**src/rtl/conv_seq_pkg.sv**
```systemverilog
// Shared definitions for the stage sequencers: FSM encoding, tag widths and frame defaults.
// Imported by the dataflow top and the DW weight selector so tag widths agree.
package conv_seq_pkg;

   typedef enum logic [1:0] {
      ST_IDLE  = 2'd0,
      ST_RUN   = 2'd1,
      ST_DRAIN = 2'd2,
      ST_DONE  = 2'd3
   } seq_state_e;

   localparam int CNT_W          = 5;
   localparam int POS_W          = 4;
   localparam int DEF_CNT_MAX    = 32;
   localparam int DEF_POS_MAX    = 9;
   localparam int DEF_PIPE_DEPTH = 2;
   localparam int TOKENS         = DEF_CNT_MAX * DEF_POS_MAX;

   // True when the tag pair is the final token of a frame.
   function automatic logic tag_is_last(input logic [CNT_W-1:0] cnt,
                                        input logic [POS_W-1:0] pos,
                                        input int               cnt_max,
                                        input int               pos_max);
      return (cnt == CNT_W'(cnt_max - 1)) && (pos == POS_W'(pos_max - 1));
   endfunction

endpackage

```
**src/rtl/valid_pipe.sv**
```systemverilog
// Enable-gated valid shift register tracking which datapath slots hold real tokens.
// Shared by the stage sequencers; cleared asynchronously by rst_b.
module valid_pipe #(
   parameter int DEPTH = 2
) (
   input  logic             clk,
   input  logic             rst_b,
   input  logic             en,
   input  logic             din,
   output logic [DEPTH-1:0] v
);

   logic [DEPTH-1:0] v_r;

   // Shift a new valid bit in on every enabled cycle, hold otherwise.
   always_ff @(posedge clk or negedge rst_b) begin
      if (!rst_b) begin
         v_r <= '0;
      end else if (en) begin
         v_r[0] <= din;
         for (int k = 1; k < DEPTH; k++) begin
            v_r[k] <= v_r[k-1];
         end
      end else begin
         v_r <= v_r;
      end
   end

   assign v = v_r;

endmodule

```
**src/rtl/conv_act_sequencer.sv**
```systemverilog
// Frame sequencer for the convolution-activation stage: issues (pos, cnt) tags,
// drives the global pipeline enable and reports completion after the pipeline drains.
module conv_act_sequencer
   import conv_seq_pkg::*;
#(
   parameter int CNT_MAX    = DEF_CNT_MAX,
   parameter int POS_MAX    = DEF_POS_MAX,
   parameter int PIPE_DEPTH = DEF_PIPE_DEPTH
) (
   input  logic             clk,
   input  logic             rst_b,
   input  logic             start,
   input  logic             in_valid,
   output logic             in_ready,
   output logic [CNT_W-1:0] cnt_in,
   output logic [POS_W-1:0] pos_in,
   output logic             en,
   output logic             out_valid,
   input  logic             out_ready,
   output logic             busy,
   output logic             done
);

   seq_state_e            state_r;
   seq_state_e            state_s;
   logic [CNT_W-1:0]      cnt_r;
   logic [POS_W-1:0]      pos_r;
   logic [PIPE_DEPTH-1:0] v_s;
   logic                  en_s;
   logic                  in_ready_s;
   logic                  fire_s;
   logic                  last_s;
   logic                  done_r;
   logic                  busy_r;

   // Enable, acceptance and fire qualification; bubbles in the last slot always advance.
   always_comb begin
      en_s       = !v_s[PIPE_DEPTH-1] || out_ready;
      in_ready_s = (state_r == ST_RUN) && en_s;
      fire_s     = in_valid && in_ready_s;
      last_s     = fire_s && tag_is_last(cnt_r, pos_r, CNT_MAX, POS_MAX);
   end

   // Next-state logic.
   always_comb begin
      state_s = state_r;
      case (state_r)
         ST_IDLE: begin
            if (start) state_s = ST_RUN;
            else       state_s = ST_IDLE;
         end
         ST_RUN: begin
            if (last_s) state_s = ST_DRAIN;
            else        state_s = ST_RUN;
         end
         ST_DRAIN: begin
            if (v_s == '0) state_s = ST_DONE;
            else           state_s = ST_DRAIN;
         end
         ST_DONE: state_s = ST_IDLE;
         default: state_s = ST_IDLE;
      endcase
   end

   // State register.
   always_ff @(posedge clk or negedge rst_b) begin
      if (!rst_b) state_r <= ST_IDLE;
      else        state_r <= state_s;
   end

   // Tag counters: pos outer, cnt inner, advancing only on a fire.
   always_ff @(posedge clk or negedge rst_b) begin
      if (!rst_b) begin
         cnt_r <= '0;
         pos_r <= '0;
      end else if ((state_r == ST_IDLE) && start) begin
         cnt_r <= '0;
         pos_r <= '0;
      end else if (fire_s) begin
         if (cnt_r == CNT_W'(CNT_MAX - 1)) begin
            cnt_r <= '0;
            // Wrap pos after the final token so an idle sequencer shows (0,0).
            if (pos_r == POS_W'(POS_MAX - 1)) pos_r <= '0;
            else                              pos_r <= pos_r + POS_W'(1);
         end else begin
            cnt_r <= cnt_r + CNT_W'(1);
            pos_r <= pos_r;
         end
      end else begin
         cnt_r <= cnt_r;
         pos_r <= pos_r;
      end
   end

   // Status flags registered from the next state so they track the state exactly.
   always_ff @(posedge clk or negedge rst_b) begin
      if (!rst_b) begin
         done_r <= 1'b0;
         busy_r <= 1'b0;
      end else begin
         done_r <= (state_s == ST_DONE);
         busy_r <= (state_s != ST_IDLE);
      end
   end

   valid_pipe #(
      .DEPTH (PIPE_DEPTH)
   ) u_valid_pipe (
      .clk   (clk),
      .rst_b (rst_b),
      .en    (en_s),
      .din   (fire_s),
      .v     (v_s)
   );

   assign in_ready  = in_ready_s;
   assign en        = en_s;
   assign out_valid = v_s[PIPE_DEPTH-1];
   assign cnt_in    = cnt_r;
   assign pos_in    = pos_r;
   assign busy      = busy_r;
   assign done      = done_r;

endmodule

```
**config.mk**
```make
export PLATFORM = sky130hd
export DESIGN_NAME = conv_act_sequencer
export DESIGN_NICKNAME = d
export VERILOG_FILES = /design/src/rtl/conv_seq_pkg.sv /design/src/rtl/valid_pipe.sv /design/src/rtl/conv_act_sequencer.sv
export SDC_FILE = /design/constraint.sdc
export NUM_CORES = 1
export LEC_CHECK = 0
export CORE_MARGIN = 2
export CORE_UTILIZATION = 43
export DETAILED_ROUTE_END_ITERATION = 8
export GPL_TIMING_DRIVEN = 0
export HOLD_SLACK_MARGIN = 0.12
export PLACE_DENSITY = 0.73
export REMOVE_ABC_BUFFERS = 1
export SLEW_MARGIN = 20
export SYNTH_ARGS = -nofsm -noshare
export SYNTH_HDL_FRONTEND = slang
export SYNTH_SLANG_ARGS = --single-unit
export TNS_END_PERCENT = 1
```
**constraint.sdc**
```tcl
create_clock -name clk -period 2 [get_ports clk]
set_clock_uncertainty 0.2 [all_clocks]
set_input_delay 0.6 -clock clk [delete_from_list [all_inputs] [get_ports clk]]
set_output_delay 0.6 -clock clk [all_outputs]
set_load 0.03 [all_outputs]
```
Word-level counts from Yosys, hierarchy flattened
Cells that the tools add are included.
{"block": "totals", "register_bits": 15, "input_bits": 5, "out_inout_bits": 14, "wordCells": 38}
{"block": "classes", "add_sub_neg": 2, "n_eq_ne": 6, "n_mux": 11, "reduce_logical": 13}
{"operator": "two-way mux 4 bit", "count": 4}
{"operator": "two-way mux 5 bit", "count": 3}
{"operator": "case mux 2 bit (4 select lines)", "count": 1}
{"operator": "equality test 2 bit (second input constant)", "count": 3}
{"operator": "nonzero test 2 bit", "count": 3}
{"operator": "adder 5 x 1 -> 5 bit (second input constant)", "count": 1}
{"operator": "equality test 5 bit (second input constant)", "count": 1}
{"operator": "logical AND 1 bit", "count": 5}
{"operator": "adder 4 x 1 -> 4 bit (second input constant)", "count": 1}
{"operator": "equality test 4 bit (second input constant)", "count": 1}
{"operator": "logical NOT 2 bit", "count": 2}
{"operator": "equality test 2 x 1 -> 1 bit (second input constant)", "count": 1}
{"operator": "two-way mux 1 bit", "count": 2}
{"operator": "two-way mux 2 bit", "count": 1}
{"operator": "AND reduction 2 bit", "count": 1}
{"operator": "logical NOT 1 bit", "count": 1}
{"operator": "logical OR 1 bit", "count": 1}

Longest topological paths before layout
Gate-level depths: netlist (run 1).
{"block": "depth", "ltp_word": 8, "mapped_depth": 6, "ltp_nobuf": 6}

Modules after synthesis
From an unflattened synthesis (run 1), not the netlist that was laid out.
{"block": "hier_totals", "hier_cells": 75, "area_unflattened_um2": 765.7}
{"module": "conv_act_sequencer", "n_inst": 1, "cells_per_inst": 71, "area_each_um2": 693.2}
{"module": "valid_pipe", "n_inst": 1, "cells_per_inst": 4, "area_each_um2": 72.6}

Least setup slack after synthesis (run 1)
Ideal clock, no wire load.
{"block": "synth_path", "path_type": "flip-flop to flip-flop", "startpoint": "register cnt_r[0], in the netlist cnt_in[0]", "endpoint": "register cnt_r[3], in the netlist cnt_in[3]", "arrival_ps": 1888, "required_ps": 1718, "path_slack_ps": -170, "path_stages_with_launch": 7, "n_path_buf": 0, "synth_period_minus_slack_ps": 2170, "cell_sequence": "dfrtp_1 ha_1 and3_1 ha_1 nor3_1 or3b_2 a31oi_1"}
{"block": "synth_between", "elab_chain_len": 4, "word_cells_on_any_way": 5}
{"item": "start, declared", "line_no": "conv_act_sequencer.sv:26", "source": "logic [CNT_W-1:0] cnt_r;"}
{"item": "start signal, assigned", "line_no": "conv_act_sequencer.sv:86", "source": "cnt_r <= cnt_r + CNT_W'(1);"}
{"item": "start signal, assigned", "line_no": "conv_act_sequencer.sv:90", "source": "cnt_r <= cnt_r;"}
{"item": "adder 5 x 1 -> 5 bit / equality test 5 bit (equally long branches)", "line_no": "conv_act_sequencer.sv:86, conv_act_sequencer.sv:80"}
{"item": "two-way mux 5 bit (*)", "line_no": "conv_act_sequencer.sv:80", "source": "if (cnt_r == CNT_W'(CNT_MAX - 1)) begin"}
{"item": "two-way mux 5 bit (*)", "line_no": "conv_act_sequencer.sv:79", "source": "end else if (fire_s) begin"}
{"item": "two-way mux 5 bit (*)", "line_no": "conv_act_sequencer.sv:76", "source": "end else if ((state_r == ST_IDLE) && start) begin"}
Mark *: on every way between the ends. The rest lies on a longest branch, timed or not. The select of a mux whose other input is x is not followed.
A chain may end at the register's enable or synchronous reset.

Worst setup path after layout (run 1)
{"block": "layout_path", "startpoint": "register cnt_r[1], in the netlist cnt_in[1]", "endpoint": "register cnt_r[2], in the netlist cnt_in[2]"}
The elaborated chain is that of the path after synthesis.

==> results.md, run 1 <==
- The run finished, with violations left.
- The checks that failed: setup timing.
- The setup violation total in the final timing report is 2.
- In this run the count of I/O pins placed on the die edge is 19.
- The clock latency on the worst-skew pair is 0.28 ns.
- The detailed-placement wirelength estimate is 1070 um.
- The floorplan step defined a die boundary enclosing 0.00223 mm^2.
- The number of slew-limit violations in the final report was 0.
- Input and output buffers added on the ports amount to 18.
- The number of levels the H-tree was split into is 1.
- The TritonCTS clock tree is done.
- The most used flip-flop cell after synthesis is sky130_fd_sc_hd__dfrtp_1.
- The remaining routing DRC violations is 0.
- The proportion of register bits with asynchronous set or reset after synthesis is 1.00.
- Timing would allow up to 482 MHz.
- The area added between synthesis and finish is 42.1%.
- The critical path goes through ha_2 -> and3_4 -> ha_4 -> or4b_1 -> nor3_1 -> or3_1.
- The sort of element at the end of the critical path is a flip-flop.
- In the global route stage, overall resource usage came out at 0.154.
- Yosys attributes the largest share of cell area to sky130_fd_sc_hd__dfrtp_1 (47%), sky130_fd_sc_hd__ha_1 (6.2%), sky130_fd_sc_hd__mux2i_1 (3.7%), sky130_fd_sc_hd__a21oi_1 (3.1%), sky130_fd_sc_hd__o21ai_0 (3.1%).
- The count of nets left with antenna violations once routing finished came out at 0.
- The global route total overflow is 0.
- The cell taking the most area after synthesis is sky130_fd_sc_hd__dfrtp_1.
- The proportion of netlist area held by the largest area contributor is 0.468.
- The height of the die is 47.2 um.
- Setup repair after global routing could not meet its margin everywhere.
- The horizontal die dimension is 47.2 um.
- Synthesis handed over a netlist of 78 instances.
- Each instance of the synthesized netlist takes up on average 10.3 um^2.
- The library cell used as clock root buffer is sky130_fd_sc_hd__clkbuf_4.
- At the worst endpoint, the required time is 2.03 ns.
- For the pin with the worst max-slew slack, the measured transition is 0.691 ns.
- Yosys mapped the design onto 28 distinct sky130hd cell types.
- For this design the static power due to leakage is 0.526 nW.
- The sequential share of the synthesized area is 0.468.
- After layout, the design draws a total of 1.19 mW.
- The share of the clock period used by the worst path is 1.04.
- Once placement finished, the instance area stood at 990 um^2.
- The setup slack of the most critical reg-to-reg path is -0.08 ns.
- The post-CTS clock slew at the launch and capture registers of the worst setup and hold paths is 0.09 ns.
- The count of warnings emitted by yosys is 0.
- The starting utilization of the core area is 0.459.
- The number of inserted diodes is 0.
- The tightest hold margin is 0.238 ns.
- Setup slack on the critical path of the routed design comes to -0.0761 ns.
- After layout, the minimum clock period comes to 2.08 ns.
- Of all nets on the critical path, the largest fanout is 7.
- Across all layers, the routed design uses 702 vias.
- The first routing iteration left 8 violations.
- After synthesis the netlist holds a flip-flop and latch count of 15.
- The routability congestion estimate is 0.729.
- The synthesized netlist occupies a cell area of 802 um^2.
- By startpoint and endpoint, the worst setup path is classified as flip-flop to flip-flop.
- The wire length of the first global-routing pass is 2400 um.
- With fillers left out, the area of the finished cells amounts to 0.00114 mm^2.
- In this run the deepest clock path goes through 2 buffers.
- The number of iterations in the first detailed-routing pass is 4.
- The final number of hold-violating endpoints came to 0.
- For this design the ratio of total power to cell area is 1040 mW/mm^2.
- The worst setup path is launched from a flip-flop.
- The synthesized design contains 0 enable-type register cells.
- After detailed routing, the number of vias per cell comes to 5.20.
- The maximum number of pins on one net before global-route repair is 16.
- The worst hold path belongs to the class flip-flop to flip-flop.
- The largest single stage delay on the critical path is 0.52 ns.
- In this run the tightest slew margin relative to its limit is 0.538.
- The number of CTS-inserted buffers is 3.
- Once layout is complete, the utilization of the core stands at 0.653.
- The final wirelength is 1840 um.
- The slowest stage of the critical path belongs to the cell sky130_fd_sc_hd__or4b_1.
- The count of maximum capacitance violations is 0.
- The final-stage net count is 120.
- The layout cell share with drive strength beyond 1 is 0.291.
- The number of sinks on the clock net is 15.
- The standard-cell row count is 15.
- In this run the standard cell core region covers 0.00175 mm^2.
- By instance count, the leading cell after synthesis is sky130_fd_sc_hd__dfrtp_1.
- Setup total negative slack on the finished layout was measured at -0.0963 ns.
- Data on the critical path arrives at its endpoint at 2.11 ns.
- The maximum VDD drop is 768 uV.
- The commonest cells after synthesis are sky130_fd_sc_hd__dfrtp_1 (15), sky130_fd_sc_hd__a21oi_1 (5), sky130_fd_sc_hd__nand2_1 (5), sky130_fd_sc_hd__nor2_1 (5), sky130_fd_sc_hd__o21ai_0 (5).
- The number of antenna violations at the first check in global routing came to 0.
- The number of global-route vias before repair was 541.
- The routed length per placed instance is 13.6 um.
## cells by family (layout without fill, tap and decap cells)
kind of cell	Yosys count	after routing	synth area share
AND/OR/NAND/NOR	37	37	0.301
adder cells (fa/ha/maj)	4	4	0.0624
multiplexers	3	3	0.0374
AO/OA/AOI/OAI	13	13	0.0874
buffers and inverters	6	38	0.0437
flip-flops	15	15	0.468
## report_power, final
part	total, mW	internal [mW]	switching, mW
combinational	0.556	0.241	0.315
clock	0.178	0.0774	0.101
sequential	0.457	0.372	0.0843
## cell usage in the layout, fill, tap and decap left out, drive strengths merged
cell and n:
nor2b 1, nand4 1, and3 1, nand3b 3, nor3b 1, nand2b 3, nand2 5, nor2 5
dlygate4sd2 12, clkbuf 5, o21ai 5, nand3 3, ha 4, or4b 2, nor4b 1, clkdlybuf4s50 3
or3b 1, mux2i 3, and2b 1, and2 2, a21oi 5, buf 15, dfrtp 15, inv 3
a31oi 2, o21a 1, or3 3, nor3 4
## critical path, delay by kind of cell (launching register included)
kind	cells	cell delay, ns
and+or+nand+nor	4	1.01
DFF	1	0.43
adders and majority gates	2	0.39
## final timing paths
| check | startpoint | to | cells past startpoint |
|---|---|---|---|
| max reg2reg | cnt_in[1] | cnt_in[2] | 6 |
| max | cnt_in[1] | cnt_in[2] | 6 |
| min in group asynchronous | rst_b | busy | 1 |
| max in group asynchronous | rst_b | state_r[1] | 1 |
| min reg2reg | u_valid_pipe.v[0] | done | 1 |
| min | u_valid_pipe.v[0] | done | 1 |
## flip-flops by register name, indices dropped and copies added (netlist names)
register / cells
u_valid_pipe.v: 2
pos_in: 4
busy: 1
state_r: 2
done: 1
cnt_in: 5
## stage by stage
stage | setup slack (ns) | cells
2_1_floorplan | -0.184 | 75
3_3_place_gp | -0.962 | 118
3_5_place_dp | -0.961 | 118
4_1_cts | -0.124 | 124
5_1_grt | -0.147 | 135
6_report | -0.0761 | 135
## metal layers
metal | share of wire | vias to the layer above | track usage
met5 | 0 | - | 0
met4 | 0.013 | 0 | 0.0667
met3 | 0.033 | 4 | 0.0385
met2 | 0.51 | 14 | 0.230
met1 | 0.44 | 344 | 0.210
li1 | - | 340 | -
## what timing repair did
action,4_1_cts,5_1_grt
setup buffers,2,11
hold buffers,0,0
resized for setup,31,9
pin swaps,0,5
setup endpoints to repair,18,8
## layout make-up
cell class	count	area, um^2
timing repair buffer	31	254
clock buffer	4	26.3
inverter	3	11.3
multi-input combinational	57	439
tap	25	31.3
fill	150	606
sequential	15	378
Power figures use the tool's default switching activity.
==> run 2, diff against run 1 <==
--- a/config.mk
+++ b/config.mk
@@ -10,7 +10,7 @@
 export DETAILED_ROUTE_END_ITERATION = 8
 export GPL_TIMING_DRIVEN = 0
 export HOLD_SLACK_MARGIN = 0.12
-export PLACE_DENSITY = 0.73
+export PLACE_DENSITY = 0.75
 export REMOVE_ABC_BUFFERS = 1
 export SLEW_MARGIN = 20
 export SYNTH_ARGS = -nofsm -noshare
==> results.md, run 2 (same netlist as run 1, synthesis figures left out) <==
- The worst-case IR drop observed on VDD is 598 uV.
- Tracing the worst setup path back leads to its startpoint at cnt_in[0].
- The standard-cell row count is 15.
- The design area is 0.00112 mm^2.
- The number of global-route vias before repair is 570.
- The layout cell share with drive strength beyond 1 is 0.264.
- The share of the clock period used by the worst path is 1.00.
- The endpoint identified for the worst register-to-register timing path is cnt_in[2].
- The total of hold buffers inserted after clock tree synthesis is 0.
- The final-stage net count is 116.
- The measured slew at the worst slew-check pin is 0.660 ns.
- The final reports fail on setup timing.
- The category of the critical setup timing path is flip-flop to flip-flop.
- For this block, the via count after detailed routing is 667.
- Summed over all layers, the routed wires come to 1680 um.
- Across the run, the number of max-cap violations was 0.
- The area of the core is 0.00175 mm^2.
- The library cell used as clock root buffer is sky130_fd_sc_hd__clkbuf_4.
- The detailed router's first-iteration violation count is 9.
- For this design the top-level I/O count stands at 19.
- In the routed layout, each cell is associated on average with a via count of 5.09.
- In the final routed layout, each cell accounts on average for 12.8 um.
- The floorplan step set the die width to 47.2 um.
- The area added between synthesis and finish is 39.5%.
- For hold timing, the worst endpoint is done.
- The number of levels the H-tree was split into is 1.
- The die outline area is 0.00223 mm^2.
- The congestion estimate from routability-driven global placement came to 0.774.
- The setup slack of the most critical reg-to-reg path is -0.003 ns.
- The worst register-to-register path begins at cnt_in[0].
- The clock latency on the worst-skew pair is 0.28 ns.
- The setup violation total in the final timing report is 1.
- The count of buffers added on input and output ports is 18.
- The number of inserted diodes is 0.
- After clock tree synthesis, the clock-pin slew on the worst setup and hold paths is 0.09 ns.
- The number of routed nets with antenna violations is 0.
- The longest clock path from root to sink contains 2 buffers.
- The maximum clock frequency is 499 MHz.
- The static power due to leakage is 0.512 nW.
- The power per cell area is 1060 mW/mm^2.
- The highest fanout seen on the critical path is 7.
- The flip-flop count of the largest register after layout is 5.
- Setup repair after global routing could not meet its margin everywhere.
- The flow ran to the end, but the final reports show violations.
- For this configuration, the core starts out at a cell density of 0.459.
- The cell area reported after detailed placement is 990 um^2.
- The sort of element at the end of the critical path is a flip-flop.
- Setup slack on the critical path of the routed design comes to -0.00270 ns.
- The total power is 1.18 mW.
- At the end of the flow the core is filled with cells to 0.641.
- The final number of hold-violating endpoints is 0.
- The startpoint of the lowest-slack hold path is u_valid_pipe.v[0].
- The sort of element at the start of the critical path is a flip-flop.
- The signal on the critical path passes through ha_2 -> and3_4 -> ha_4 -> or4b_1 -> nor3_1 -> or3_1.
- The worst pin sits at a relative slew slack of 0.559.
- The global route total overflow is 0.
- The first global-routing pass estimated 2490 um of wire.
- The number of sinks on the clock net is 15.
- The remaining routing DRC violations is 0.
- The TritonCTS clock tree is done.
- The required time of the worst setup path is 2.03 ns.
- The number of CTS-inserted buffers is 3.
- The largest single stage delay on the critical path is 0.51 ns.
- Final hold analysis gives a worst-case slack of 0.251 ns.
- In the final timing run, aggregate negative setup slack is -0.00270 ns.
- The worst-case reg-to-reg path depth is 6.
- The maximum number of pins on one net before global-route repair is 16.
- The data arrival at the endpoint of the critical path is 2.04 ns.
- In this design, the largest share of critical-path delay is due to simple AND/OR/NAND/NOR gates.
- The number of antenna violations at the first check in global routing is 0.
- The number of slew-limit violations in the final report is 0.
- The top cell types in the final layout, fill and taps aside, are sky130_fd_sc_hd__dfrtp_1 (13), sky130_fd_sc_hd__dlygate4sd2_1 (10), sky130_fd_sc_hd__buf_4 (9).
- The most common library cell in the layout ignoring fill and taps is sky130_fd_sc_hd__dfrtp_1.
- The standard cell with the maximum stage delay on the critical path is sky130_fd_sc_hd__or4b_1.
- The number of iterations in the first detailed-routing pass is 4.
- The tightest min-delay check is of the flip-flop to flip-flop type.
- The time the final worst path needs with I/O delays and setup is 2.00 ns.
- The count of buffering cells on the critical path with inverters included is 0.
- The height of the die is 47.2 um.
- Along the worst hold path, the cell count comes to 1.
- For this run, the total global-route usage over all layers was measured as 0.166.
run 2: timing repair:
item	4_1_cts	5_1_grt
endpoints found under the hold margin	0	0
buffers inserted	1	8
pin swaps	0	5
endpoints found under the setup margin	20	9
resized for setup	33	9
run 2: final cells by class:
cell class                      instances  area [um^2]
Inverter                                3         11.3
Sequential cell                        15          378
Tap cell                               25         31.3
Timing Repair Buffer                   27          231
Fill cell                             154          627
Multi-Input combinational cell         57          439
Clock inverter                          1         5.00
Clock buffer                            3         22.5
run 2: stage by stage:
stage	setup WS, ns	cells
2_1_floorplan	-0.184	75
3_3_place_gp	-0.956	118
5_1_grt	-0.0645	131
6_report	-0.00270	131
4_1_cts	-0.129	123
3_5_place_dp	-0.969	118
run 2: metal layers:
layer	wire (um)	track usage	vias up
li1	-	-	335
met1	752	0.210	314
met2	815	0.266	16
met3	95	0.0615	2
met4	13	0.0500	0
met5	0	0	-
run 2: worst max-delay path by stage:
stage / slack [ns] / depth (start not counted) / endpoint
floorplan: -0.18 / 2 / in_ready
global placement: -0.96 / 4 / in_ready
detailed placement: -0.97 / 4 / in_ready
CTS: -0.13 / 6 / pos_in[3]
global route: -0.06 / 6 / cnt_in[2]
finish: -0.003 / 6 / cnt_in[2]
run 2: where the power goes:
group / total (mW) / switching, mW / internal [mW]
clock network: 0.173 / 0.0993 / 0.0742
logic: 0.549 / 0.310 / 0.240
registers: 0.459 / 0.0861 / 0.373
total: 1.18 / 0.495 / 0.687
